**src/rtl/boss_sprite_fetch_pkg.sv**
```systemverilog
// Shared constants and types for the boss sprite fetch path and its animation FSM.
package boss_pkg;
    localparam int SPRITE_W    = 256;
    localparam int SPRITE_H    = 224;
    localparam int FRAMES      = 8;
    localparam int FRAME_DIV   = 6;
    localparam int HURT_LEN    = 30;
    localparam int ADDR_W      = 19;
    localparam int LOG2_W      = $clog2(SPRITE_W);
    localparam int FRAME_BYTES = SPRITE_W * SPRITE_H;
    localparam int FRAME_W     = $clog2(FRAMES);
    localparam int DIV_W       = $clog2(FRAME_DIV);
    localparam int HURT_W      = $clog2(HURT_LEN);
    localparam logic [3:0] TRANSP = 4'h0;

    typedef enum logic [1:0] {
        IDLE = 2'd0,
        PLAY = 2'd1,
        HURT = 2'd2
    } boss_anim_t;
endpackage

```
**src/rtl/boss_sprite_fetch_if.sv**
```systemverilog
// Scan/position inputs, ROM port and mixer outputs of the boss sprite fetch block.
interface boss_sprite_fetch_if;
    import boss_pkg::*;

    logic              frame_start;
    logic [9:0]        DrawX;
    logic [9:0]        DrawY;
    logic [9:0]        BossX;
    logic [9:0]        BossY;
    logic              face_left;
    logic              anim_en;
    logic              hurt;
    logic [3:0]        rom_data;
    logic [ADDR_W-1:0] rom_addr;
    logic [3:0]        pixel_idx;
    logic              pixel_on;
    logic              hurt_flash;
    logic [2:0]        frame_num;

    modport master (
        output frame_start, DrawX, DrawY, BossX, BossY, face_left, anim_en, hurt, rom_data,
        input  rom_addr, pixel_idx, pixel_on, hurt_flash, frame_num
    );

    modport slave (
        input  frame_start, DrawX, DrawY, BossX, BossY, face_left, anim_en, hurt, rom_data,
        output rom_addr, pixel_idx, pixel_on, hurt_flash, frame_num
    );
endinterface

```
**src/rtl/boss_sprite_fetch_anim_fsm.sv**
```systemverilog
// Boss animation FSM: idle, walk cycle stepped every FRAME_DIV vsyncs, hurt flash.
module boss_anim_fsm
    import boss_pkg::*;
(
    input  logic               clk,
    input  logic               rst_n,
    input  logic               frame_start,
    input  logic               anim_en,
    input  logic               hurt,
    output logic [FRAME_W-1:0] frame_num,
    output logic [ADDR_W-1:0]  frame_base,
    output logic               hurt_flash
);
    boss_anim_t         state_q, state_d;
    logic [DIV_W-1:0]   div_q, div_d;
    logic [HURT_W-1:0]  hurt_cnt_q, hurt_cnt_d;
    logic [FRAME_W-1:0] frame_num_q, frame_num_d;
    logic [ADDR_W-1:0]  frame_base_q, frame_base_d;
    logic               hurt_flash_q, hurt_flash_d;
    logic               advance_s;
    logic               go_idle_s;

    // State, counters and frame registers.
    always_ff @(posedge clk or negedge rst_n) begin
        if (!rst_n) begin
            state_q      <= IDLE;
            div_q        <= '0;
            hurt_cnt_q   <= '0;
            frame_num_q  <= '0;
            frame_base_q <= '0;
            hurt_flash_q <= 1'b0;
        end else begin
            state_q      <= state_d;
            div_q        <= div_d;
            hurt_cnt_q   <= hurt_cnt_d;
            frame_num_q  <= frame_num_d;
            frame_base_q <= frame_base_d;
            hurt_flash_q <= hurt_flash_d;
        end
    end

    // Next state; hurt overrides frame_start, so its counter always restarts at 0.
    always_comb begin
        state_d      = state_q;
        div_d        = div_q;
        hurt_cnt_d   = hurt_cnt_q;
        frame_num_d  = frame_num_q;
        frame_base_d = frame_base_q;
        advance_s    = 1'b0;
        go_idle_s    = 1'b0;

        if (hurt) begin
            state_d    = HURT;
            hurt_cnt_d = '0;
        end else if (frame_start) begin
            case (state_q)
                IDLE: begin
                    if (anim_en) begin
                        state_d   = PLAY;
                        advance_s = 1'b1;
                    end else begin
                        state_d = IDLE;
                    end
                end
                PLAY: begin
                    if (anim_en) begin
                        advance_s = 1'b1;
                    end else begin
                        go_idle_s = 1'b1;
                    end
                end
                HURT: begin
                    if (hurt_cnt_q == HURT_W'(HURT_LEN - 1)) begin
                        if (anim_en) begin
                            state_d = PLAY;
                        end else begin
                            go_idle_s = 1'b1;
                        end
                    end else begin
                        hurt_cnt_d = hurt_cnt_q + HURT_W'(1);
                    end
                end
                default: begin
                    go_idle_s = 1'b1;
                end
            endcase
        end else begin
            state_d = state_q;
        end

        if (go_idle_s) begin
            state_d      = IDLE;
            div_d        = '0;
            frame_num_d  = '0;
            frame_base_d = '0;
        end else if (advance_s) begin
            if (div_q == DIV_W'(FRAME_DIV - 1)) begin
                div_d = '0;
                if (frame_num_q == FRAME_W'(FRAMES - 1)) begin
                    frame_num_d  = '0;
                    frame_base_d = '0;
                end else begin
                    frame_num_d  = frame_num_q + FRAME_W'(1);
                    frame_base_d = frame_base_q + ADDR_W'(FRAME_BYTES);
                end
            end else begin
                div_d = div_q + DIV_W'(1);
            end
        end else begin
            div_d = div_d;
        end

        hurt_flash_d = (state_d == HURT) && hurt_cnt_d[2];
    end

    assign frame_num  = frame_num_q;
    assign frame_base = frame_base_q;
    assign hurt_flash = hurt_flash_q;
endmodule

```
**src/rtl/boss_sprite_fetch.sv**
```systemverilog
// Boss sprite ROM address generator with a fixed 2-cycle scan-to-pixel pipeline.
module boss_sprite_fetch
    import boss_pkg::*;
(
    input logic                Clk,
    input logic                Reset_n,
    boss_sprite_fetch_if.slave bus
);
    logic [10:0]        rel_x_s, rel_y_s;
    logic               hit0_s;
    logic [ADDR_W-1:0]  col_s, row_off_s, addr_s, frame_base_s;
    logic [FRAME_W-1:0] frame_num_s;
    logic               hurt_flash_s;

    logic [ADDR_W-1:0]  rom_addr_q, rom_addr_d;
    logic               hit1_q, hit1_d;
    logic [3:0]         pixel_idx_q, pixel_idx_d;
    logic               pixel_on_q, pixel_on_d;

    boss_anim_fsm u_anim_fsm (
        .clk         (Clk),
        .rst_n       (Reset_n),
        .frame_start (bus.frame_start),
        .anim_en     (bus.anim_en),
        .hurt        (bus.hurt),
        .frame_num   (frame_num_s),
        .frame_base  (frame_base_s),
        .hurt_flash  (hurt_flash_s)
    );

    // Box test and address math; bit 10 of the 11-bit difference is the sign.
    always_comb begin
        rel_x_s   = {1'b0, bus.DrawX} - {1'b0, bus.BossX};
        rel_y_s   = {1'b0, bus.DrawY} - {1'b0, bus.BossY};
        hit0_s    = !rel_x_s[10] && (rel_x_s < 11'(SPRITE_W)) &&
                    !rel_y_s[10] && (rel_y_s < 11'(SPRITE_H));
        if (bus.face_left) begin
            col_s = ADDR_W'(SPRITE_W - 1) - ADDR_W'(rel_x_s);
        end else begin
            col_s = ADDR_W'(rel_x_s);
        end
        row_off_s = ADDR_W'(rel_y_s) << LOG2_W;
        addr_s    = frame_base_s + row_off_s + col_s;

        rom_addr_d  = hit0_s ? addr_s : rom_addr_q;
        hit1_d      = hit0_s;
        pixel_idx_d = bus.rom_data;
        pixel_on_d  = hit1_q && (bus.rom_data != TRANSP);
    end

    // Pipeline stages 1 and 2.
    always_ff @(posedge Clk or negedge Reset_n) begin
        if (!Reset_n) begin
            rom_addr_q  <= '0;
            hit1_q      <= 1'b0;
            pixel_idx_q <= 4'h0;
            pixel_on_q  <= 1'b0;
        end else begin
            rom_addr_q  <= rom_addr_d;
            hit1_q      <= hit1_d;
            pixel_idx_q <= pixel_idx_d;
            pixel_on_q  <= pixel_on_d;
        end
    end

    assign bus.rom_addr   = rom_addr_q;
    assign bus.pixel_idx  = pixel_idx_q;
    assign bus.pixel_on   = pixel_on_q;
    assign bus.hurt_flash = hurt_flash_s;
    assign bus.frame_num  = frame_num_s;
endmodule

```
**src/flat_wrapper.sv**
```systemverilog
// flat-port wrapper written by rule: the top's interface ports become plain ports
module boss_sprite_fetch_flat import boss_pkg::*;
  (Clk, Reset_n, bus_frame_start, bus_DrawX, bus_DrawY, bus_BossX, bus_BossY, bus_face_left, bus_anim_en, bus_hurt, bus_rom_data, bus_rom_addr, bus_pixel_idx, bus_pixel_on, bus_hurt_flash, bus_frame_num);
  boss_sprite_fetch_if bus_i ();
  input logic Clk;
  input logic Reset_n;
  input wire logic [$bits(bus_i.frame_start)-1:0] bus_frame_start;
  input wire logic [$bits(bus_i.DrawX)-1:0] bus_DrawX;
  input wire logic [$bits(bus_i.DrawY)-1:0] bus_DrawY;
  input wire logic [$bits(bus_i.BossX)-1:0] bus_BossX;
  input wire logic [$bits(bus_i.BossY)-1:0] bus_BossY;
  input wire logic [$bits(bus_i.face_left)-1:0] bus_face_left;
  input wire logic [$bits(bus_i.anim_en)-1:0] bus_anim_en;
  input wire logic [$bits(bus_i.hurt)-1:0] bus_hurt;
  input wire logic [$bits(bus_i.rom_data)-1:0] bus_rom_data;
  output wire logic [$bits(bus_i.rom_addr)-1:0] bus_rom_addr;
  output wire logic [$bits(bus_i.pixel_idx)-1:0] bus_pixel_idx;
  output wire logic [$bits(bus_i.pixel_on)-1:0] bus_pixel_on;
  output wire logic [$bits(bus_i.hurt_flash)-1:0] bus_hurt_flash;
  output wire logic [$bits(bus_i.frame_num)-1:0] bus_frame_num;
  assign bus_i.frame_start = bus_frame_start;
  assign bus_i.DrawX = bus_DrawX;
  assign bus_i.DrawY = bus_DrawY;
  assign bus_i.BossX = bus_BossX;
  assign bus_i.BossY = bus_BossY;
  assign bus_i.face_left = bus_face_left;
  assign bus_i.anim_en = bus_anim_en;
  assign bus_i.hurt = bus_hurt;
  assign bus_i.rom_data = bus_rom_data;
  assign bus_rom_addr = bus_i.rom_addr;
  assign bus_pixel_idx = bus_i.pixel_idx;
  assign bus_pixel_on = bus_i.pixel_on;
  assign bus_hurt_flash = bus_i.hurt_flash;
  assign bus_frame_num = bus_i.frame_num;
  boss_sprite_fetch u_core (.Clk(Clk), .Reset_n(Reset_n), .bus(bus_i));
endmodule
```
**config.mk**
```make
export PLATFORM = sky130hd
export DESIGN_NAME = boss_sprite_fetch_flat
export DESIGN_NICKNAME = d
export VERILOG_FILES = /design/src/rtl/boss_sprite_fetch_pkg.sv /design/src/rtl/boss_sprite_fetch_if.sv /design/src/rtl/boss_sprite_fetch_anim_fsm.sv /design/src/rtl/boss_sprite_fetch.sv /design/src/flat_wrapper.sv
export SDC_FILE = /design/constraint.sdc
export NUM_CORES = 1
export LEC_CHECK = 0
export BUFFER_PORTS_ARGS = -buffer_cell sky130_fd_sc_hd__buf_2
export CAP_MARGIN = 20
export CORE_UTILIZATION = 40
export CTS_CLUSTER_SIZE = 40
export DETAILED_ROUTE_END_ITERATION = 8
export HOLD_SLACK_MARGIN = 0.06
export SETUP_SLACK_MARGIN = 0.02
export SLEW_MARGIN = 15
export SYNTH_ARGS = -nofsm -noshare
export SYNTH_HDL_FRONTEND = slang
export SYNTH_HIERARCHICAL = 1
export SYNTH_SLANG_ARGS = --single-unit
```
**constraint.sdc**
```tcl
create_clock -name Clk -period 3.7 [get_ports Clk]
set_clock_uncertainty 0.05 [all_clocks]
set_input_delay 0.185 -clock Clk [delete_from_list [all_inputs] [get_ports Clk]]
set_output_delay 0.185 -clock Clk [all_outputs]
set_load 0.01 [all_outputs]
```
### Word level (Yosys, flattened, before mapping)

Index checks and enable logic that the tools add are counted.

* bits in registers: 58
* latch bits: 0
* memory bits (read-only): 0
* memory bits (writable): 0
* word-level logic and storage cells: 77
* output and inout port bits: 28
* memories: 0

* order comparisons: 2
* eq/ne operators: 7
* multipliers: 0
* bitwise logic cells: 0
* div/mod/pow operators: 0
* muxes and demuxes: 32
* $add $sub $neg: 9
* reduce and logical (&&, ||, !) cells: 16
* shifts and indexed selects: 0

Operator list (count)
* 19-bit two-way mux: 5
* 19-bit adder: 2
* 10-bit by 10-bit subtractor with 11-bit output: 2
* 3-bit two-way mux: 7
* 5-bit two-way mux: 4
* 19-bit by 16-bit adder with 19-bit output, second input constant: 1
* 8-bit by 11-bit subtractor with 12-bit output, first input constant: 1
* 11-bit by 8-bit less-than comparator with 1-bit output, second input constant: 1
* 11-bit by 9-bit less-than comparator with 1-bit output, second input constant: 1
* 2-bit two-way mux: 5
* 1-bit two-way mux: 9
* 2-bit nonzero test: 4
* 3-bit by 1-bit adder with 3-bit output, second input constant: 2
* 3-bit == test, second input constant: 2
* 5-bit by 1-bit adder with 5-bit output, second input constant: 1
* 5-bit == test, second input constant: 1
* 1-bit logical AND: 5
* 2-bit == test, second input constant: 2
* 2-bit case mux with 2 select lines: 1
* 4-bit nonzero test: 1
* 1-bit case mux with 3 select lines: 1
* 3-bit AND reduction: 1
* 2-bit by 1-bit == test with 1-bit output, second input constant: 1
* 1-bit zero test: 2
* other kinds (4): 4

### Depth between registers and ports, before layout

Gate-level depths: netlist of run 1.

* depth after elaboration: 8
* mapped depth: 22

### Hierarchy

Netlist of run 1, hierarchy kept.

By module, submodules not included
* boss_sprite_fetch: area each 3163.0 sq um, cells an instance 345, times used 1, sequential area each 625.6 sq um
* boss_anim_fsm: area each 1184.9 sq um, cells an instance 125, times used 1, sequential area each 500.5 sq um

### Worst setup path after synthesis of run 1

No wires, ideal clock.

* path type: input to register
* start point: input port bus_DrawX[0]
* end point: register u_core.rom_addr_q[18], in the netlist u_core/bus.rom_addr[18]
* library setup time: 125 ps
* path slack: -897 ps
* stages on the path: 20
* required time: 3525 ps
* data arrival time: 4422 ps
* cell sequence: inv_1 ha_1 inv_1 fa_1 a21oi_1 o2111ai_2 and3_1 nor2_1 o311ai_4 fa_1 inv_1 ha_1 a21o_1 a21o_1 a2bb2oi_1 o21ai_0 o41ai_1 o21ai_0 xnor2_1 mux2_2

* word-level cells in the longest chain between the ends: 5

RTL lines
* start, declared: line flat_wrapper.sv:8 `input wire logic [$bits(bus_i.DrawX)-1:0] bus_DrawX;`
* 10-bit by 10-bit subtractor with 11-bit output *: line boss_sprite_fetch.sv:33 `rel_x_s = {1'b0, bus.DrawX} - {1'b0, bus.BossX};`
* parallel branches: the longest is 4 deep, another holds 19-bit adder
* end signal, assigned: line boss_sprite_fetch.sv:59 `rom_addr_q <= rom_addr_d;`
* end, declared: line boss_sprite_fetch.sv:15 `logic [ADDR_W-1:0] rom_addr_q, rom_addr_d;`

Mark *: on every way between the ends.
A chain may end at the register's enable or synchronous reset.

### Worst setup path in the final report of run 1

* start point: input port bus_DrawX[1]
* end point: register u_core.rom_addr_q[18], in the netlist u_core/bus.rom_addr[18]

Same word-level chain as after synthesis.

==> key figures, run 1 <==
Clocking
  – Cts bufs inserted: 5
  – Number of H-tree levels: 2
  – CTS max path bufs: 2
  – CTS tree: built
  – Clock transition at the registers of the reported paths: 0.09 ns
  – Clock Tree Root: clkbuf_8
  – Clk sinks: 45
  – Worst-Skew Late Latency: 0.30 ns

STA
  – RSZ-0062 raised after global routing: true
  – Max transition margin: 0.374
  – Max Freq: 250 MHz
  – Hold slack: 0.138 ns
  – Final setup margin: -0.299 ns
  – Hold Vio Cnt, Final: 0
  – Tmin final: 4.00 ns
  – Slew @ Worst Pin: 0.939 ns
  – TNS Setup: -0.895 ns
  – Tcrit/Tclk final: 1.08
  – Fin. max-slew vios: 0
  – Final setup violation count: 5

Routing
  – Final ANT Viol Nets: 0
  – Drt via density: 4.94
  – Routed WL per cell: 12.2 um
  – Drt first-iter violations: 117
  – Drt pass-1 iters: 4
  – Routed wire length: 9070 um
  – Vias: 3668
  – Residual DRC count: 0

Floorplanning
  – Die ar.: 0.0113 mm^2
  – Ports: 78
  – Die Ht: 106 um
  – Die W: 106 um
  – Core region area: 0.0104 mm^2
  – Row Count: 37
  – Initial Util: 0.417

GRT
  – Vias in the first global route: 3695
  – Grt ovf: 0
  – Largest net degree at the start of global routing: 46
  – Initial antenna violation count: 0
  – First-pass GRT wire length: 15900 um
  – Total GRT Usage: 0.170

Setup path
  – CP Launch Type: primary input
  – Register-to-register setup slack: 0.88 ns
  – Buf/Inv on CP: 4
  – Critical R2R Launch: u_core/u_anim_fsm/frame_base[13]
  – R2R cell count: 11
  – RR Endpoint: u_core/bus.rom_addr[18]
  – Critical Path RT: 3.84 ns
  – Type of the worst setup path: in -> reg
  – CP Capture Type: register
  – Slowest library cell on the worst path: fa_1
  – Critical path arrival: 4.14 ns
  – CP cell instances: buf_4 -> buf_6 -> fa_2 -> a21oi_2 -> o2111ai_2 -> buf_4 -> a21oi_2 -> nor2_4 -> o311ai_4 -> fa_1 -> inv_2 -> ha_4 -> a21o_1 -> a21o_1 -> a2bb2oi_1 -> o21ai_1 -> o41ai_2 -> o21ai_1 -> xnor2_1 -> mux2_4
  – Critical Path Fanout Max: 3
  – Crit path from: bus_DrawX[1]
  – Critical path's top delay family: compound AO/OA/AOI/OAI gates
  – Largest stage delay, worst path: 0.47 ns

Layout
  – Nets@finish: 718
  – Post-Layout Cell Count: 742
  – Antenna cells: 0
  – Area Overhead vs Synth: 30.4%
  – Share of cells above drive strength 1: 0.305

Place
  – DP HPWL: 7240 um
  – PortBufs: 77
  – Place WS: -0.751 ns
  – Placed insts: 724
  – GPL Wtd Cong: 0.784

Yosys
  – Main area contributors after synthesis: dfrtp_1, ha_1, fa_1
  – Ys async rst share: 1.00
  – Most frequent cells after synthesis: inv_1, ha_1, dfrtp_1, nand2_1, xnor2_1
  – Count leader, synth: inv_1
  – Ys flop type: dfrtp_1
  – Flops & latches, synth: 45
  – Post-synth top area cell: dfrtp_1
  – Synth Instances: 470
  – Synth warnings: 6
  – Post-synth top area share: 0.259
  – Syn Area/Cell: 9.25 um^2
  – Register area share after synthesis: 0.259
  – Distinct cell type count after synthesis: 63
  – Syn Std Cell Area: 0.00435 mm^2
  – Post-synth EDFFs: 0

Power
  – Worst IR drop on VDD: 0.000206 V
  – Pleak: 2.90 nW
  – Power density cells: 464 mW/mm^2

Worst hold path
  – Hold Path Class: in -> reg
  – Hold depth: 3
  – Hold path start: bus_anim_en
  – Hold EP: u_core/u_anim_fsm/state_q[0]

Job
  – Max-cap violations: 0

Outcome
  – Failing checks: negative setup slack
  – Status: complete, but fails checks
-- worst min-delay path: stages --
cell	delay (ns)
buf_2	0.13
nand2_1	0.06
o41ai_1	0.07
-- kinds of logic (layout without fill, tap and decap cells) --
kind of cell             count (synthesis)  count (layout)  share of synthesized area
other                                    1              13                   0.000862
XOR/XNOR                                43              43                     0.0866
AO/OA/AOI/OAI                           98              98                      0.160
multiplexers                            24              24                     0.0610
adder cells (fa/ha/maj)                 63              63                      0.204
AND/OR/NAND/NOR                        120             120                      0.151
buffers and inverters                   76             200                     0.0780
flip-flops                              45              45                      0.259
-- placed cells by master (no fill, tap or decap), drive strengths merged, types with 12 or more instances in the layout --
cell type / n
xor2: 16
dfrtp: 45
nand2: 28
a21oi: 27
inv: 53
mux2: 20
a21o: 12
conb: 13
fa: 13
buf: 133
nor2: 25
ha: 50
o21ai: 15
xnor2: 27
-- layout make-up --
type                    instances  area, um^2
repair buffers                138         882
clock inverters                 2        38.8
flip-flops and latches         45        1130
multi-input cells             361        3170
fillers                       987        4750
inverters                      54         208
clock buffers                   6        72.6
well taps                     136         170
-- sequential cells by signal, summed over array words and instances, names as in the netlist, 2 cells and up --
signal	flops
u_core/bus.pixel_idx	4
u_core/u_anim_fsm/frame_base	6
u_core/u_anim_fsm/frame_num	3
u_core/u_anim_fsm/div_q	3
u_core/bus.rom_addr	19
u_core/u_anim_fsm/hurt_cnt_q	5
u_core/u_anim_fsm/state_q	2
-- layer usage --
metal  part of all wire  vias to the layer above  wire (um)  global-route usage
met5                  0                        -          0                   0
met4             0.0099                        0         90              0.0377
met3              0.032                        8        294              0.0264
met2               0.48                       50       4380               0.295
met1               0.47                     1713       4300               0.221
li1                   -                     1897          -                   -
-- where the power goes --
part / internal (W) / leakage, nW / switching, W / total, W
clock: 0.000203 / 0.0554 / 0.000173 / 0.000376
combinational: 0.000827 / 2.27 / 0.000778 / 0.00160
sequential: 0.000590 / 0.574 / 0.0000562 / 0.000647
total: 0.00162 / 2.90 / 0.00101 / 0.00263
-- per-stage QoR --
step / power [W] / util / instance area (um^2)
2_1_floorplan: 0.00166 / - / 4530
3_3_place_gp: 0.00213 / 0.511 / 5330
3_5_place_dp: 0.00215 / 0.511 / 5330
4_1_cts: 0.00262 / 0.541 / 5630
5_1_grt: 0.00287 / 0.544 / 5670
6_report: 0.00263 / 0.544 / 5670
-- timing repair --
| item | in CTS | in global routing |
|---|---|---|
| pin swaps | 27 | 4 |
| hold endpoints to repair | 28 | 0 |
| buffers inserted | 5 | 0 |
| gates resized for setup | 23 | 7 |
| hold buffers | 5 | 0 |
| endpoints found under the setup margin | 7 | 8 |
-- worst max path at each step --
stage | end | slack, ns | cells past startpoint
finish | u_core/bus.rom_addr[18] | -0.30 | 20
global route | u_core/bus.rom_addr[18] | -0.47 | 23
global placement | u_core/bus.rom_addr[18] | -0.68 | 21
detailed placement | u_core/bus.rom_addr[18] | -0.75 | 21
floorplan | u_core/bus.rom_addr[18] | -0.51 | 19
CTS | u_core/bus.rom_addr[18] | -0.29 | 23
Power figures use the tool's default switching activity.
==> inputs of run 2 (changes only) <==
--- a/config.mk
+++ b/config.mk
@@ -8,12 +8,15 @@
 export BUFFER_PORTS_ARGS = -buffer_cell sky130_fd_sc_hd__buf_2
 export CAP_MARGIN = 20
 export CORE_UTILIZATION = 40
+export CTS_CLUSTER_DIAMETER = 200
 export CTS_CLUSTER_SIZE = 40
 export DETAILED_ROUTE_END_ITERATION = 8
 export HOLD_SLACK_MARGIN = 0.06
+export PLACE_DENSITY = 0.7
 export SETUP_SLACK_MARGIN = 0.02
 export SLEW_MARGIN = 15
 export SYNTH_ARGS = -nofsm -noshare
 export SYNTH_HDL_FRONTEND = slang
 export SYNTH_HIERARCHICAL = 1
 export SYNTH_SLANG_ARGS = --single-unit
+export TNS_END_PERCENT = 50
==> run 2 against run 1 <==
  * Non-clock buffer count up 7
  * Global-route usage rose by 0.23 points
  * Cell count increased by 0.94%
  * Design area grew 3.6%
  * Via count grew 4.2%
  * The flow still finishes with violations (negative setup slack)
  * Power increased by 5.7%
  * Sequential power is 0.6% higher
  * Critical endpoint unchanged
  * Die area unchanged
  * Register-to-register slack got worse by 0.06 ns
==> key figures, run 2 (synthesis gave the netlist of run 1 again) <==
Outcome
  – Status: complete, but fails checks
  – Failing checks: negative setup slack

Routing
  – Drt pass-1 iters: 4
  – Routed wire length: 9780 um
  – Drt via density: 5.10
  – Final ANT Viol Nets: 0
  – Routed WL per cell: 13.1 um
  – Drt first-iter violations: 108
  – Vias: 3822
  – Residual DRC count: 0

Clocking
  – Clock transition at the registers of the reported paths: 0.08 ns
  – CTS tree: built
  – Worst-Skew Late Latency: 0.29 ns
  – CTS max path bufs: 2
  – Clock Tree Root: clkbuf_8
  – Number of H-tree levels: 2
  – Clk sinks: 45
  – Cts bufs inserted: 5

GRT
  – Met1 Use GR: 0.202
  – Largest net degree at the start of global routing: 46
  – GR Layer Usage met3: 0.0288
  – Total GRT Usage: 0.172
  – Met2 usage: 0.317
  – First-pass GRT wire length: 16000 um
  – Vias in the first global route: 3809
  – Layer with the highest usage: met2
  – Initial antenna violation count: 0
  – Grt ovf: 0

STA
  – Max Freq: 243 MHz
  – Hold Vio Cnt, Final: 0
  – Tmin final: 4.11 ns
  – Slew @ Worst Pin: 0.914 ns
  – Final setup margin: -0.408 ns
  – Fin. max-slew vios: 0
  – Tcrit/Tclk final: 1.11
  – Max transition margin: 0.390
  – Final setup violation count: 6
  – TNS Setup: -1.03 ns
  – RSZ-0062 raised after global routing: true

Place
  – Placed insts: 721
  – GPL Wtd Cong: 0.855
  – PortBufs: 77
  – DP HPWL: 7460 um
  – Place WS: -0.819 ns

Setup path
  – Critical Path Fanout Max: 4
  – Type of the worst setup path: in -> reg
  – Register-to-register setup slack: 0.82 ns
  – Critical Path RT: 3.83 ns
  – CP Capture Type: register
  – R2R cell count: 11
  – Critical path arrival: 4.23 ns
  – CP Launch Type: primary input

Floorplanning
  – Die ar.: 0.0113 mm^2
  – Die W: 106 um
  – Core region area: 0.0104 mm^2
  – Initial Util: 0.417
  – Ports: 78
  – Die Ht: 106 um
  – Row Count: 37

Layout
  – Post-Layout Cell Count: 749
  – Max reg flops: 19
  – Most common cell after layout, fill and taps aside: buf_2
  – Antenna cells: 0
  – Area Overhead vs Synth: 35.1%
  – Nets@finish: 725
  – Fillers: 951
  – Final Core Density: 0.564
  – Commonest cells after routing, fill and taps aside: buf_2, buf_4, inv_1, dfrtp_1, ha_1
  – Share of cells above drive strength 1: 0.347

Power
  – Total power: 0.00278 W
  – Worst IR drop on VDD: 0.000221 V
  – Pleak: 2.96 nW
  – Power density cells: 473 mW/mm^2

Job
  – Max-cap violations: 0

Worst hold path
  – Hold Path Class: in -> reg
  – Hold depth: 2
==> run 2: changes by cell type in the layout (fill, tap and decap cells not counted), sizes merged <==
| cell | previous run | this run |
|---|---|---|
| buf | 133 | 140 |
| inv | 53 | 54 |
| clkinv | 2 | 0 |
| clkinvlp | 0 | 1 |
==> run 2: cell type report <==
class                           instances  area [um^2]  share of cell area
Clock buffer                            6         82.6              0.0141
Clock inverter                          2         37.5             0.00639
Inverter                               54          210              0.0358
Multi-Input combinational cell        361         3280               0.558
Sequential cell                        45         1130               0.192
Tap cell                              136          170              0.0290
Timing Repair Buffer                  145          972               0.165
==> run 2: worst paths after layout <==
check / startpoint / endpoint
worst max-delay path: bus_DrawX[0] / u_core/bus.rom_addr[18]
worst min-delay path: bus_hurt / u_core/u_anim_fsm/hurt_cnt_q[1]
worst max register to register: u_core/u_anim_fsm/frame_base[13] / u_core/bus.rom_addr[18]
worst min register to register: u_core/hit1_q / u_core/bus.pixel_on
max in group asynchronous: Reset_n / u_core/bus.rom_addr[17]
min in group asynchronous: Reset_n / u_core/u_anim_fsm/frame_num[1]
==> run 2: where the power goes <==
part           total (W)  internal (W)  switching [W]
sequential      0.000651      0.000591      0.0000601
clock           0.000383      0.000220       0.000164
combinational    0.00174      0.000894       0.000848
total            0.00278       0.00170        0.00107
==> run 2: metal layers <==
layer  share of wire  vias up  wire (um)
met5               0        -          0
met4           0.016        0        161
met3           0.034       14        333
met2            0.53       61       5150
met1            0.42     1838       4130
li1                -     1909          -
==> run 2: repair_timing <==
action                     CTS  global route
setup buffers                8             6
hold endpoints to repair    49             0
setup endpoints to repair    8             9
cloned                       0             0
pin swaps                   19            27
resized for setup           24            35
hold buffers                 5             0
==> run 2: critical path: stages <==
cell and delay, ns:
buf_8 0.10, inv_6 0.04, ha_4 0.13, inv_2 0.04, fa_2 0.37, a21oi_4 0.17, o2111ai_4 0.14, and3_4 0.24
nand2_1 0.08, nor2_2 0.04, a31oi_2 0.15, nor2_2 0.07, a2111oi_4 0.29, fa_1 0.51, ha_4 0.19, a21o_1 0.14
a21o_1 0.18, a2bb2oi_2 0.14, o21ai_2 0.07, o41ai_2 0.41, o21ai_1 0.13, xnor2_1 0.14, mux2_4 0.27
==> run 2: stage by stage <==
step | area (um^2) | hold slack, ns
global placement | 5300 | 0.259
detailed placement | 5300 | 0.259
global route | 5870 | 0.136
finish | 5870 | 0.146
floorplan | 4530 | -0.161
CTS | 5640 | 0.137
==> inputs of run 3 (changes only) <==
--- a/config.mk
+++ b/config.mk
@@ -12,6 +12,7 @@
 export CTS_CLUSTER_SIZE = 40
 export DETAILED_ROUTE_END_ITERATION = 8
 export HOLD_SLACK_MARGIN = 0.06
+export MAX_ROUTING_LAYER = met4
 export PLACE_DENSITY = 0.7
 export SETUP_SLACK_MARGIN = 0.02
 export SLEW_MARGIN = 15
==> run 3 against run 2 <==
  * The flow still finishes with violations (negative setup slack)
  * Worst setup slack improved by 0.0017 ns
  * Non-clock buffer count did not move
  * Clock power barely moved
  * Via count barely moved
  * Register-to-register slack barely moved
  * Utilization did not move
  * Global-route usage rose by 0.54 points
  * Combinational power barely moved
  * Worst hold slack got worse by 0.00099 ns
  * Cell count did not move
  * Critical endpoint unchanged
  * Largest cell class unchanged
  * Highest routed layer unchanged
==> key figures, run 3 (synthesis gave the netlist of run 1 again) <==
GRT
  – Total GRT Usage: 0.178
  – Largest net degree at the start of global routing: 46
  – Grt ovf: 0
  – Vias in the first global route: 3803
  – First-pass GRT wire length: 16000 um
  – Initial antenna violation count: 0

Floorplanning
  – Row Count: 37
  – Die Ht: 106 um
  – Core region area: 0.0104 mm^2
  – Initial Util: 0.417
  – Ports: 78
  – Die W: 106 um
  – Die ar.: 0.0113 mm^2

Clocking
  – Cts bufs inserted: 5
  – Worst-Skew Late Latency: 0.29 ns
  – Clk sinks: 45
  – Clock transition at the registers of the reported paths: 0.08 ns
  – Clock Tree Root: clkbuf_8
  – CTS tree: built
  – CTS max path bufs: 2
  – Number of H-tree levels: 2

Power
  – Power density cells: 473 mW/mm^2
  – Pleak: 2.96 nW
  – Worst IR drop on VDD: 0.000221 V
  – Total power: 0.00278 W

Place
  – Placed insts: 721
  – PortBufs: 77
  – DP HPWL: 7460 um
  – DP Area: 0.00530 mm^2
  – GPL Wtd Cong: 0.869

STA
  – Fin. max-slew vios: 0
  – RSZ-0062 raised after global routing: true
  – Tcrit/Tclk final: 1.11
  – Hold slack: 0.145 ns
  – Final setup violation count: 6
  – Max transition margin: 0.387
  – Max Freq: 244 MHz
  – Slew @ Worst Pin: 0.920 ns
  – TNS Setup: -1.03 ns
  – Hold Vio Cnt, Final: 0
  – Tmin final: 4.11 ns
  – Final setup margin: -0.407 ns

Setup path
  – Critical R2R Launch: u_core/u_anim_fsm/frame_base[13]
  – CP Capture Type: register
  – RR Endpoint: u_core/bus.rom_addr[18]
  – Critical Path Fanout Max: 4
  – CP cell instances: buf_8 -> inv_6 -> ha_4 -> inv_2 -> fa_2 -> a21oi_4 -> o2111ai_4 -> and3_4 -> nand2_1 -> nor2_2 -> a31oi_2 -> nor2_2 -> a2111oi_4 -> fa_1 -> ha_4 -> a21o_1 -> a21o_1 -> a2bb2oi_2 -> o21ai_2 -> o41ai_2 -> o21ai_1 -> xnor2_1 -> mux2_4
  – Type of the worst setup path: in -> reg
  – Register-to-register setup slack: 0.82 ns
  – R2R cell count: 11
  – Critical Path RT: 3.83 ns
  – CP Launch Type: primary input
  – Largest stage delay, worst path: 0.51 ns
  – Critical path arrival: 4.23 ns
  – Slowest library cell on the worst path: fa_1

Routing
  – Drt pass-1 iters: 4
  – Routed WL per cell: 13.1 um
  – Routed wire length: 9790 um
  – Final ANT Viol Nets: 0
  – Vias: 3823
  – Drt via density: 5.10
  – Residual DRC count: 0
  – Drt first-iter violations: 104

Worst hold path
  – Hold Path Class: in -> reg
  – Hold EP: u_core/u_anim_fsm/hurt_cnt_q[1]
  – Hold depth: 2
  – Hold path start: bus_hurt

Layout
  – Max reg flops: 19
  – Most common cell after layout, fill and taps aside: buf_2
  – Final instance area: 0.00587 mm^2
  – Share of cells above drive strength 1: 0.347
  – Fillers: 951
  – Area Overhead vs Synth: 35.1%
  – Commonest cells after routing, fill and taps aside: buf_2, buf_4, inv_1, dfrtp_1, ha_1
  – Antenna cells: 0
  – Post-Layout Cell Count: 749
  – Nets@finish: 725

Job
  – Max-cap violations: 0

Outcome
  – Failing checks: negative setup slack
  – Status: complete, but fails checks
==> run 3: timing repair <==
action | in CTS | in global routing
pin swaps | 19 | 27
setup buffers | 8 | 6
resized for setup | 24 | 35
setup endpoints to repair | 8 | 9
endpoints found under the hold margin | 49 | 0
hold buffers | 5 | 0
==> run 3: how the worst max path moves through the flow <==
stage                      start                      end  cells past startpoint
finish              bus_DrawX[0]  u_core/bus.rom_addr[18]                     23
global route        bus_DrawX[0]  u_core/bus.rom_addr[18]                     23
CTS                 bus_DrawX[0]  u_core/bus.rom_addr[18]                     23
detailed placement  bus_DrawX[0]  u_core/bus.rom_addr[18]                     23
global placement    bus_BossX[1]  u_core/bus.rom_addr[18]                     21
floorplan           bus_BossX[1]  u_core/bus.rom_addr[18]                     19
==> run 3: per-stage QoR <==
stage | worst slack (ns) | utilization
after global routing | -0.636 | 0.564
after global placement | -0.681 | 0.509
after floorplan | -0.509 | -
after CTS | -0.302 | 0.542
final | -0.407 | 0.564
after detailed placement | -0.819 | 0.509
==> run 3: where the power goes <==
| group | leakage [nW] | switching (W) | internal (W) |
|---|---|---|---|
| sequential | 0.574 | 0.0000603 | 0.000591 |
| clock | 0.0574 | 0.000164 | 0.000220 |
| combinational | 2.33 | 0.000847 | 0.000894 |
| total | 2.96 | 0.00107 | 0.00170 |
==> run 3: worst max-delay path: cells and delay by family <==
kind                       cells  cell delay (ns)
AOI/OAI and AO/OA             10             1.82
xor gates and xnor gates       1             0.14
adders and majority gates      4             1.20
buffers and inverters          3             0.18
muxes                          1             0.27
and+or+nand+nor                4             0.43
==> run 3: metal layers <==
layer / track usage / vias to the layer above / share of wire / wire (um)
met5: - / - / 0 / 0
met4: 0.0536 / 0 / 0.016 / 157
met3: 0.0307 / 14 / 0.038 / 376
met2: 0.317 / 63 / 0.52 / 5130
met1: 0.203 / 1836 / 0.42 / 4130
li1: - / 1910 / - / -
==> run 3: cell type report <==
| class | instances | area [um^2] | share of cell area |
|---|---|---|---|
| sequential | 45 | 1130 | 0.192 |
| inverter | 54 | 210 | 0.0358 |
| clock buffer | 6 | 82.6 | 0.0141 |
| multi-input combinational | 361 | 3280 | 0.558 |
| tap | 136 | 170 | 0.0290 |
| clock inverter | 2 | 37.5 | 0.00639 |
| timing repair buffer | 145 | 972 | 0.165 |
